===== src/rtl/interrupt_priority_controller.sv =====
`default_nettype none
// ============================================================================
//  Module   : interrupt_priority_controller
//  Purpose  : Avalon-MM interrupt controller. Each source has an edge/level
//             select, a pending bit, an enable mask and lowest-index-wins
//             priority vectoring. A single registered IRQ goes to the CPU.
//             Software reads VECTOR, then clears the source through ACK or
//             a write-1-to-clear to PENDING.
//  Ports    : csi_mem_clock_clock  clock, rising edge
//             rsi_mem_reset_reset  synchronous active-high reset
//             avs_mem_address      word address (0 RAW, 1 PENDING, 2 ENABLE,
//                                  3 EDGE, 4 VECTOR, 5 ACK, 6/7 unmapped)
//             avs_mem_read         read strobe, 1-cycle read latency
//             avs_mem_write        write strobe
//             avs_mem_writedata    write data
//             avs_mem_readdata     registered read data, 0 when not reading
//             irn_interrupt_irq    active-high interrupt sources
//             ins_irq_irq          registered active-high IRQ to the CPU
//  Revision : 1.0  initial release
// ============================================================================
module interrupt_priority_controller #(
    parameter int NUM_INTR = 32
) (
    input  logic                csi_mem_clock_clock,
    input  logic                rsi_mem_reset_reset,
    input  logic [2:0]          avs_mem_address,
    input  logic                avs_mem_read,
    input  logic                avs_mem_write,
    input  logic [31:0]         avs_mem_writedata,
    output logic [31:0]         avs_mem_readdata,
    input  logic [NUM_INTR-1:0] irn_interrupt_irq,
    output logic                ins_irq_irq
);

    localparam logic [2:0] c_ADDR_RAW     = 3'd0;
    localparam logic [2:0] c_ADDR_PENDING = 3'd1;
    localparam logic [2:0] c_ADDR_ENABLE  = 3'd2;
    localparam logic [2:0] c_ADDR_EDGE    = 3'd3;
    localparam logic [2:0] c_ADDR_VECTOR  = 3'd4;
    localparam logic [2:0] c_ADDR_ACK     = 3'd5;

    logic [NUM_INTR-1:0] r_sync;
    logic [NUM_INTR-1:0] r_prev;
    logic [NUM_INTR-1:0] r_pending;
    logic [NUM_INTR-1:0] r_enable;
    logic [NUM_INTR-1:0] r_edge;

    logic [NUM_INTR-1:0] w_rise;
    logic [NUM_INTR-1:0] w_ackHot;
    logic [NUM_INTR-1:0] w_clr;
    logic [NUM_INTR-1:0] w_pendNext;
    logic [NUM_INTR-1:0] w_active;
    logic [4:0]          w_idx;
    logic                w_valid;
    logic [31:0]         w_rdMux;
    logic                w_wrPending;
    logic                w_wrEnable;
    logic                w_wrEdge;
    logic                w_wrAck;

    assign w_wrPending = avs_mem_write && (avs_mem_address == c_ADDR_PENDING);
    assign w_wrEnable  = avs_mem_write && (avs_mem_address == c_ADDR_ENABLE);
    assign w_wrEdge    = avs_mem_write && (avs_mem_address == c_ADDR_EDGE);
    assign w_wrAck     = avs_mem_write && (avs_mem_address == c_ADDR_ACK);

    // prev starts at 0 after reset, so a source already high when reset
    // releases is seen as a rising edge.
    assign w_rise = r_sync & ~r_prev;

    // ACK one-hot decode. Only bits that exist are decoded, so an index at
    // or above NUM_INTR simply produces no clear.
    always_comb begin
        w_ackHot = '0;
        for (int i = 0; i < NUM_INTR; i++) begin
            w_ackHot[i] = w_wrAck && (avs_mem_writedata[4:0] == 5'(i));
        end
    end

    assign w_clr = w_ackHot | (w_wrPending ? avs_mem_writedata[NUM_INTR-1:0] : '0);

    // Edge bits latch rises (set beats clear); level bits just track sync.
    assign w_pendNext = (r_edge & ((r_pending & ~w_clr) | w_rise))
                      | (~r_edge & r_sync);

    assign w_active = r_pending & r_enable;

    // Scan from the top down so the lowest active index is the last writer.
    always_comb begin
        w_idx   = 5'd0;
        w_valid = 1'b0;
        for (int i = NUM_INTR - 1; i >= 0; i--) begin
            if (w_active[i]) begin
                w_idx   = 5'(i);
                w_valid = 1'b1;
            end
        end
    end

    always_comb begin
        w_rdMux = '0;
        case (avs_mem_address)
            c_ADDR_RAW:     w_rdMux[NUM_INTR-1:0] = r_sync;
            c_ADDR_PENDING: w_rdMux[NUM_INTR-1:0] = r_pending;
            c_ADDR_ENABLE:  w_rdMux[NUM_INTR-1:0] = r_enable;
            c_ADDR_EDGE:    w_rdMux[NUM_INTR-1:0] = r_edge;
            c_ADDR_VECTOR:  w_rdMux = {w_valid, 26'b0, w_idx};
            default:        w_rdMux = '0;
        endcase
    end

    always_ff @(posedge csi_mem_clock_clock) begin
        if (rsi_mem_reset_reset) begin
            r_sync           <= '0;
            r_prev           <= '0;
            r_pending        <= '0;
            r_enable         <= '0;
            r_edge           <= '0;
            ins_irq_irq      <= 1'b0;
            avs_mem_readdata <= '0;
        end else begin
            r_sync      <= irn_interrupt_irq;
            r_prev      <= r_sync;
            r_pending   <= w_pendNext;
            ins_irq_irq <= |w_active;
            if (w_wrEnable) begin
                r_enable <= avs_mem_writedata[NUM_INTR-1:0];
            end
            if (w_wrEdge) begin
                r_edge <= avs_mem_writedata[NUM_INTR-1:0];
            end
            // Mux uses pre-write state, so a same-cycle read sees old data.
            avs_mem_readdata <= avs_mem_read ? w_rdMux : '0;
        end
    end

endmodule
`default_nettype wire


===== config.mk =====
export PLATFORM = sky130hd
export DESIGN_NAME = interrupt_priority_controller
export DESIGN_NICKNAME = d
export VERILOG_FILES = /design/src/rtl/interrupt_priority_controller.sv
export SDC_FILE = /design/constraint.sdc
export NUM_CORES = 1
export LEC_CHECK = 0
export ABC_AREA = 1
export BUFFER_PORTS_ARGS = -buffer_cell sky130_fd_sc_hd__buf_4
export CORE_MARGIN = 2
export CORE_UTILIZATION = 55
export DETAILED_ROUTE_END_ITERATION = 8
export PLACE_DENSITY = 0.77
export SLEW_MARGIN = 20
export SYNTH_ARGS = -nofsm -noshare
export SYNTH_HDL_FRONTEND = slang
export SYNTH_SLANG_ARGS = --single-unit

===== constraint.sdc =====
create_clock -name csi_mem_clock_clock -period 5.25 [get_ports csi_mem_clock_clock]
set_input_delay 1.05 -clock csi_mem_clock_clock [delete_from_list [all_inputs] [get_ports csi_mem_clock_clock]]
set_output_delay 1.05 -clock csi_mem_clock_clock [all_outputs]
set_load 0.02 [all_outputs]

==> results.ini, run 1 <==
[run_status]
run_status = finished clean

[flow_run]
max-cap-violations = 0

[cells_and_area]
fin_nets = 1175
drive_gt1_share_pct = 13.79
syn_to_final_growth_pct = 18.63
num_antenna_cells = 0

[timing]
finalHoldViolations = 0
worst_clock_skew_ns = 0.009863
slew_violations = 0
tightest_slew_ns = 0.7788
relSlewSlack_pct = 48.02
layout_setup_ws_ns = 2.160
fin_setup_tns_ns = 0
min_period_ns = 3.090
max_freq_ghz = 0.3236
finalCritPeriodShare_pct = 58.86
setup_viol = 0
rsz0062_at_grt = no

[synth]
seq_area_frac_synth_pct = 50.20
synth_area_sq_um = 7697
synth_area_leaders = dfxtp_1, nand2_1, nor2_1
ys_types = 25
synth_area_per_cell_sq_um = 7.480
yosys.area.top_type = dfxtp_1
yosys_warnings = 0
synth_cells = 1029
ys_ff_latch = 193
synth_top_cell_area_share_pct = 50.20
synth_nets = 1100

[cts]
cts_root_buffer = clkbuf_16
numCtsBuffers = 17
cts_resized = 0
cts.clk_slew.worst_paths_ns = 0.07
clkLatencyLatePin_ns = 0.44
cts_max_path_buffers = 2
cts_setup_buffers = 0
cts_tree = yes
ctsHoldBuffers = 0
htree_levels = 4
cts_sinks = 193

[route]
routed_via_density = 5.581
drtPass1Iterations = 6
drt_iter0_markers = 845
route.vias.total = 7238
drc = 0
drt_wl_total_um = 20520
drtAntennaViolNets = 0
wl_per_cell_um = 15.82

[power]
pwr-share-comb_pct = 7.6
power.density_nw_per_um2 = 328.4
vdd_drop_max_uv = 297.0
internal_power_mw = 2.275
p_sw_uw = 723.6
clkPwrFrac_pct = 40.9
power.leakage_nw = 3.865
p_sw_share_pct = 24.13
power_frac_seq_pct = 51.5

[worst_setup_path]
r2r_cells = 33
path_delay_family = buffers and inverters
timing.rr.end = avs_mem_readdata[0]
cp_cell_sequence = buf_4 > nor2_2 > nand2_1 > inv_1 > buf_4 > a221oi_1 > a31oi_1
slowest_stage = nor2_2
crit_path_end_kind = flip-flop
critPathKind = primary input to flip-flop
worstPathArrival_ns = 3.46
worstSetupStartpointType = primary input
r2r-start = r_pending[30]
crit_required_ns = 5.62
r2r_slack_ns = 3.00
crit_top_cell = buf_4
max_stage_delay_ns = 0.61
critPathMaxFanout = 35
path_buf_inv = 3

[place]
numPortBuffers = 103
dp_slack_ns = 1.708
dp_hpwl_um = 13220
place_congestion = 0.9253

[die]
core_area_sq_um = 13770
start_util_pct = 55.89
pin_count = 104
die-area_sq_um = 14960
die_h_um = 122.3
chipWidth_um = 122.3
rows = 43

[hold_path]
worstHoldPathCells = 2
min_to = r_prev[29]
hold_start = r_sync[29]
hp-class = flip-flop to flip-flop

[global_routing]
grt_max_degree = 68
antenna_found_initial = 0
grt_pass1_vias = 6629
grt-ovfl-total = 0
grt_pass1_wl_um = 33000
grt_usage_pct = 28.27

==> metal layers <==
layer / vias to the layer above / GRT usage (%) / wire length [um]
li1: 3554 / - / -
met5: - / 0 / 0
met1: 3322 / 37.85 / 8811
met3: 41 / 5.483 / 1734
met2: 321 / 44.83 / 9561
met4: 0 / 11.71 / 417
==> kinds of logic after synthesis <==
| logic type | share of synthesized area (%) |
|---|---|
| buffers and inverters | 8.192 |
| AND/OR/NAND/NOR | 22.53 |
| AO/OA/AOI/OAI | 19.08 |
| flip-flops | 50.20 |
==> worst max-delay path by stage <==
stage / start / endpoint / slack [ns] / cells after the start
6_report: avs_mem_address[2] / avs_mem_readdata[1] / 2.16 / 7
5_1_grt: avs_mem_address[2] / r_edge[19] / 1.83 / 7
4_1_cts: avs_mem_address[2] / avs_mem_readdata[0] / 2.18 / 7
3_5_place_dp: avs_mem_address[2] / avs_mem_readdata[1] / 1.71 / 7
3_3_place_gp: avs_mem_address[2] / r_enable[26] / 1.81 / 7
2_1_floorplan: avs_mem_address[2] / r_edge[0] / 2.87 / 7
==> worst reg2reg max path, delay by kind of cell, from the launching register on <==
family             cells  cell delay [ns]
AOI/OAI and AO/OA      1             0.05
DFF                    1             0.36
and+or+nand+nor       32             1.70
==> Yosys cell counts, drive strengths merged <==
cell,number
a211oi,2
o21ai,72
nand4,3
o211ai,30
clkbuf,53
buf,4
o21bai,1
a31oi,6
nor3,3
o31ai,30
nor2,153
a21oi,64
a221oi,28
nand3,65
dfxtp,193
o211a,1
nor4,2
inv,111
nand2,206
a32o,1
a2111oi,1
==> flip-flops by register name, summed over array words and instances (netlist names) <==
name / flops
r_edge: 32
r_pending: 32
r_enable: 32
avs_mem_readdata: 32
ins_irq_irq: 1
r_prev: 32
r_sync: 32
==> power groups by stage <==
stage / Combinational [mW] / Clock (mW) / Sequential [mW]
after floorplan: 0.126 / 0 / 1.57
after global placement: 0.222 / 0 / 1.58
after detailed placement: 0.226 / 0 / 1.58
after CTS: 0.227 / 1.24 / 1.54
after global routing: 0.254 / 1.29 / 1.55
final: 0.229 / 1.23 / 1.54
==> through the flow <==
step                instances  cell area, sq um  hold slack [ns]  utilization [%]  power [mW]
floorplan                1029              7697           0.4148                -       1.699
global placement         1264              8559           0.4275            62.15       1.798
detailed placement       1265              8579           0.4303            62.29       1.802
CTS                      1297              9131           0.4400            66.30       3.008
global route             1297              9131           0.4590            66.30       3.098
finish                   1297              9131           0.4413            66.30       2.999
==> layout make-up <==
class	instances	area, sq um
well taps	180	225.2
clock buffers	23	467.9
clock inverters	9	83.83
fillers	1210	4642
multi-input cells	668	3213
flip-flops and latches	193	3864
inverters	111	416.7
repair buffers	113	860.8
==> layout by cell type, fill, tap and decap left out, drive strengths merged <==
master and instances:
bufinv 1, o31ai 30, a21oi 64, nand2 206
clkinvlp 4, clkbuf 23, a211oi 2, dfxtp 193
o211ai 30, inv 111, nor4 2, nor2 153
nor3 3, o211a 1, a32o 1, nand3 65
a31oi 6, nand4 3, o21ai 72, o21bai 1
buf 113, a221oi 28, clkinv 4, a2111oi 1
Power figures use the tool's default switching activity.
==> inputs of run 2 (changes only) <==
clock period = 2.9 ns   (was 5.25 ns; I/O delays follow)
==> run 2 against run 1 <==
Compared with the run above:
- worst setup slack got worse by 1.5 ns
- clock-buffer cell count is 3 lower
- utilization is 0.61 points higher
- critical path depth up 26
- clock skew barely moved
- routed wire length is 4.0% higher
- register-to-register slack lost 2.3 ns
- non-clock buffer count is 8 higher
==> results.ini, run 2 (same netlist as run 1, synthesis figures left out) <==
[run_status]
run_status = finished clean

[route]
drt_wl_total_um = 21340  ; +4.0%
drtPass1Iterations = 6  ; unchanged
wl_per_cell_um = 16.36  ; +3.4%
route.vias.total = 7419  ; +2.5%
routed_via_density = 5.689  ; +2.0%
drc = 0  ; unchanged
drt_iter0_markers = 741  ; -12%
drtAntennaViolNets = 0  ; unchanged

[power]
vdd_drop_max_uv = 645.3  ; +120%
power.leakage_nw = 3.911  ; +1.2%
power.density_nw_per_um2 = 604.6  ; +84%
total_power_mw = 5.572  ; +86%

[cts]
numCtsBuffers = 17  ; unchanged
cts_tree = yes
clkLatencyLatePin_ns = 0.44  ; about the same
cts_setup_buffers = 0  ; unchanged
cts_sinks = 193  ; unchanged
cts_resized = 0  ; unchanged
htree_levels = 4  ; unchanged
ctsHoldBuffers = 0  ; unchanged
cts_max_path_buffers = 2  ; unchanged
cts_root_buffer = clkbuf_16
cts.clk_slew.worst_paths_ns = 0.07  ; about the same

[timing]
relSlewSlack_pct = 63.37  ; +15 points
fin_setup_tns_ns = 0  ; unchanged
tightest_slew_ns = 0.5495  ; -0.2294 ns
worst_clock_skew_ns = 0.009707  ; -0.0001560 ns
setup_viol = 0  ; unchanged
finalHoldViolations = 0  ; unchanged
max_freq_ghz = 0.4473
min_period_ns = 2.235
slew_violations = 0  ; unchanged
finalCritPeriodShare_pct = 77.08
rsz0062_at_grt = no
layout_setup_ws_ns = 0.6646  ; -1.495 ns

[die]
pin_count = 104  ; unchanged
die-area_sq_um = 14960  ; unchanged
rows = 43  ; unchanged
start_util_pct = 55.89  ; unchanged
core_area_sq_um = 13770  ; unchanged
die_h_um = 122.3  ; unchanged
chipWidth_um = 122.3  ; unchanged

[place]
dp_hpwl_um = 13680  ; +3.5%
dpl_cell_area_sq_um = 8627  ; +0.55%
place_congestion = 1.026  ; +11%
numPortBuffers = 103  ; unchanged
dp_slack_ns = 0.7075  ; -1.000 ns

[cells_and_area]
most-common-layout-cells = nand2_1, dfxtp_1, nor2_1
syn_to_final_growth_pct = 19.72
num_antenna_cells = 0  ; unchanged
fillCellCount = 1199  ; -0.91%
drive_gt1_share_pct = 14.50  ; +0.71 points
final_area_sq_um = 9215  ; +0.92%
final_common_cell = nand2_1
fin_nets = 1183  ; +0.68%

[worst_setup_path]
r2r_cells = 33  ; unchanged
path_delay_family = simple AND/OR/NAND/NOR gates
worstSetupStartpointType = flip-flop
max_stage_delay_ns = 0.36  ; -0.25 ns
path_buf_inv = 0  ; -3
timing.rr.end = avs_mem_readdata[0]
slowest_stage = dfxtp_1
r2r-start = r_enable[30]
worstPathArrival_ns = 2.54  ; -0.92 ns
critPathKind = flip-flop to flip-flop
critPathMaxFanout = 3  ; -91%
crit_path_end_kind = flip-flop
crit_required_ns = 3.21  ; -2.41 ns
crit_top_cell = nand2_1
r2r_slack_ns = 0.66  ; -2.34 ns

[hold_path]
min_to = r_sync[22]
worstHoldPathCells = 3  ; +1
hold_start = irn_interrupt_irq[22]
hp-class = primary input to flip-flop

[global_routing]
antenna_found_initial = 0  ; unchanged
grt-ovfl-total = 0  ; unchanged
grt_usage_pct = 28.92  ; +0.65 points
grt_max_degree = 47  ; -31%
grt_pass1_wl_um = 33750  ; +2.3%
grt_pass1_vias = 6866  ; +3.6%

[flow_run]
max-cap-violations = 0  ; unchanged

run 2: cell count changes in the layout (fill, tap and decap cells not counted), sizes merged:
cell | previous run | this run
buf | 113 | 121
clkbuf | 23 | 20
clkinv | 4 | 1
clkinvlp | 4 | 6
inv | 111 | 113
bufinv | 1 | 2
run 2: worst register-to-register path: cells and delay by family (launching register included):
kind	cells	cell delay, ns
AOI/OAI and AO/OA	1	0.05
DFF	1	0.36
and+or+nand+nor	32	1.69
run 2: per-layer routing:
metal	up-vias	wire length, um	GRT usage [%]
met4	0	451	11.14
met3	53	1806	6.180
met1	3437	9048	37.59
li1	3567	-	-
met2	362	10030	47.19
met5	-	0	0
run 2: power by group:
part | internal (mW) | switching [mW]
combinational | 0.155 | 0.272
sequential | 2.74 | 0.0517
clock | 1.32 | 1.03
run 2: cell type report:
type / count / area, sq um / share of cell area (%)
timing repair buffer: 121 / 908.4 / 9.857
sequential: 193 / 3864 / 41.93
clock buffer: 20 / 456.7 / 4.956
inverter: 111 / 416.7 / 4.521
clock inverter: 11 / 131.4 / 1.426
multi-input combinational: 668 / 3213 / 34.87
tap: 180 / 225.2 / 2.444
run 2: through the flow:
step,hold slack (ns),instances,util [%]
floorplan,0.4148,1029,-
global route,0.3512,1304,66.91
detailed placement,0.4353,1273,62.64
global placement,0.4312,1273,62.64
finish,0.3367,1304,66.91
CTS,0.3359,1304,66.91
run 2: worst max-delay path by stage:
stage | start | endpoint | slack [ns] | depth (start not counted)
2_1_floorplan | avs_mem_address[2] | r_edge[0] | 0.99 | 7
3_3_place_gp | r_pending[30] | avs_mem_readdata[0] | 0.72 | 33
3_5_place_dp | avs_mem_address[0] | r_pending[19] | 0.71 | 6
4_1_cts | r_enable[30] | avs_mem_readdata[0] | 0.66 | 33
5_1_grt | r_pending[30] | avs_mem_readdata[0] | 0.40 | 33
6_report | r_enable[30] | avs_mem_readdata[0] | 0.66 | 33
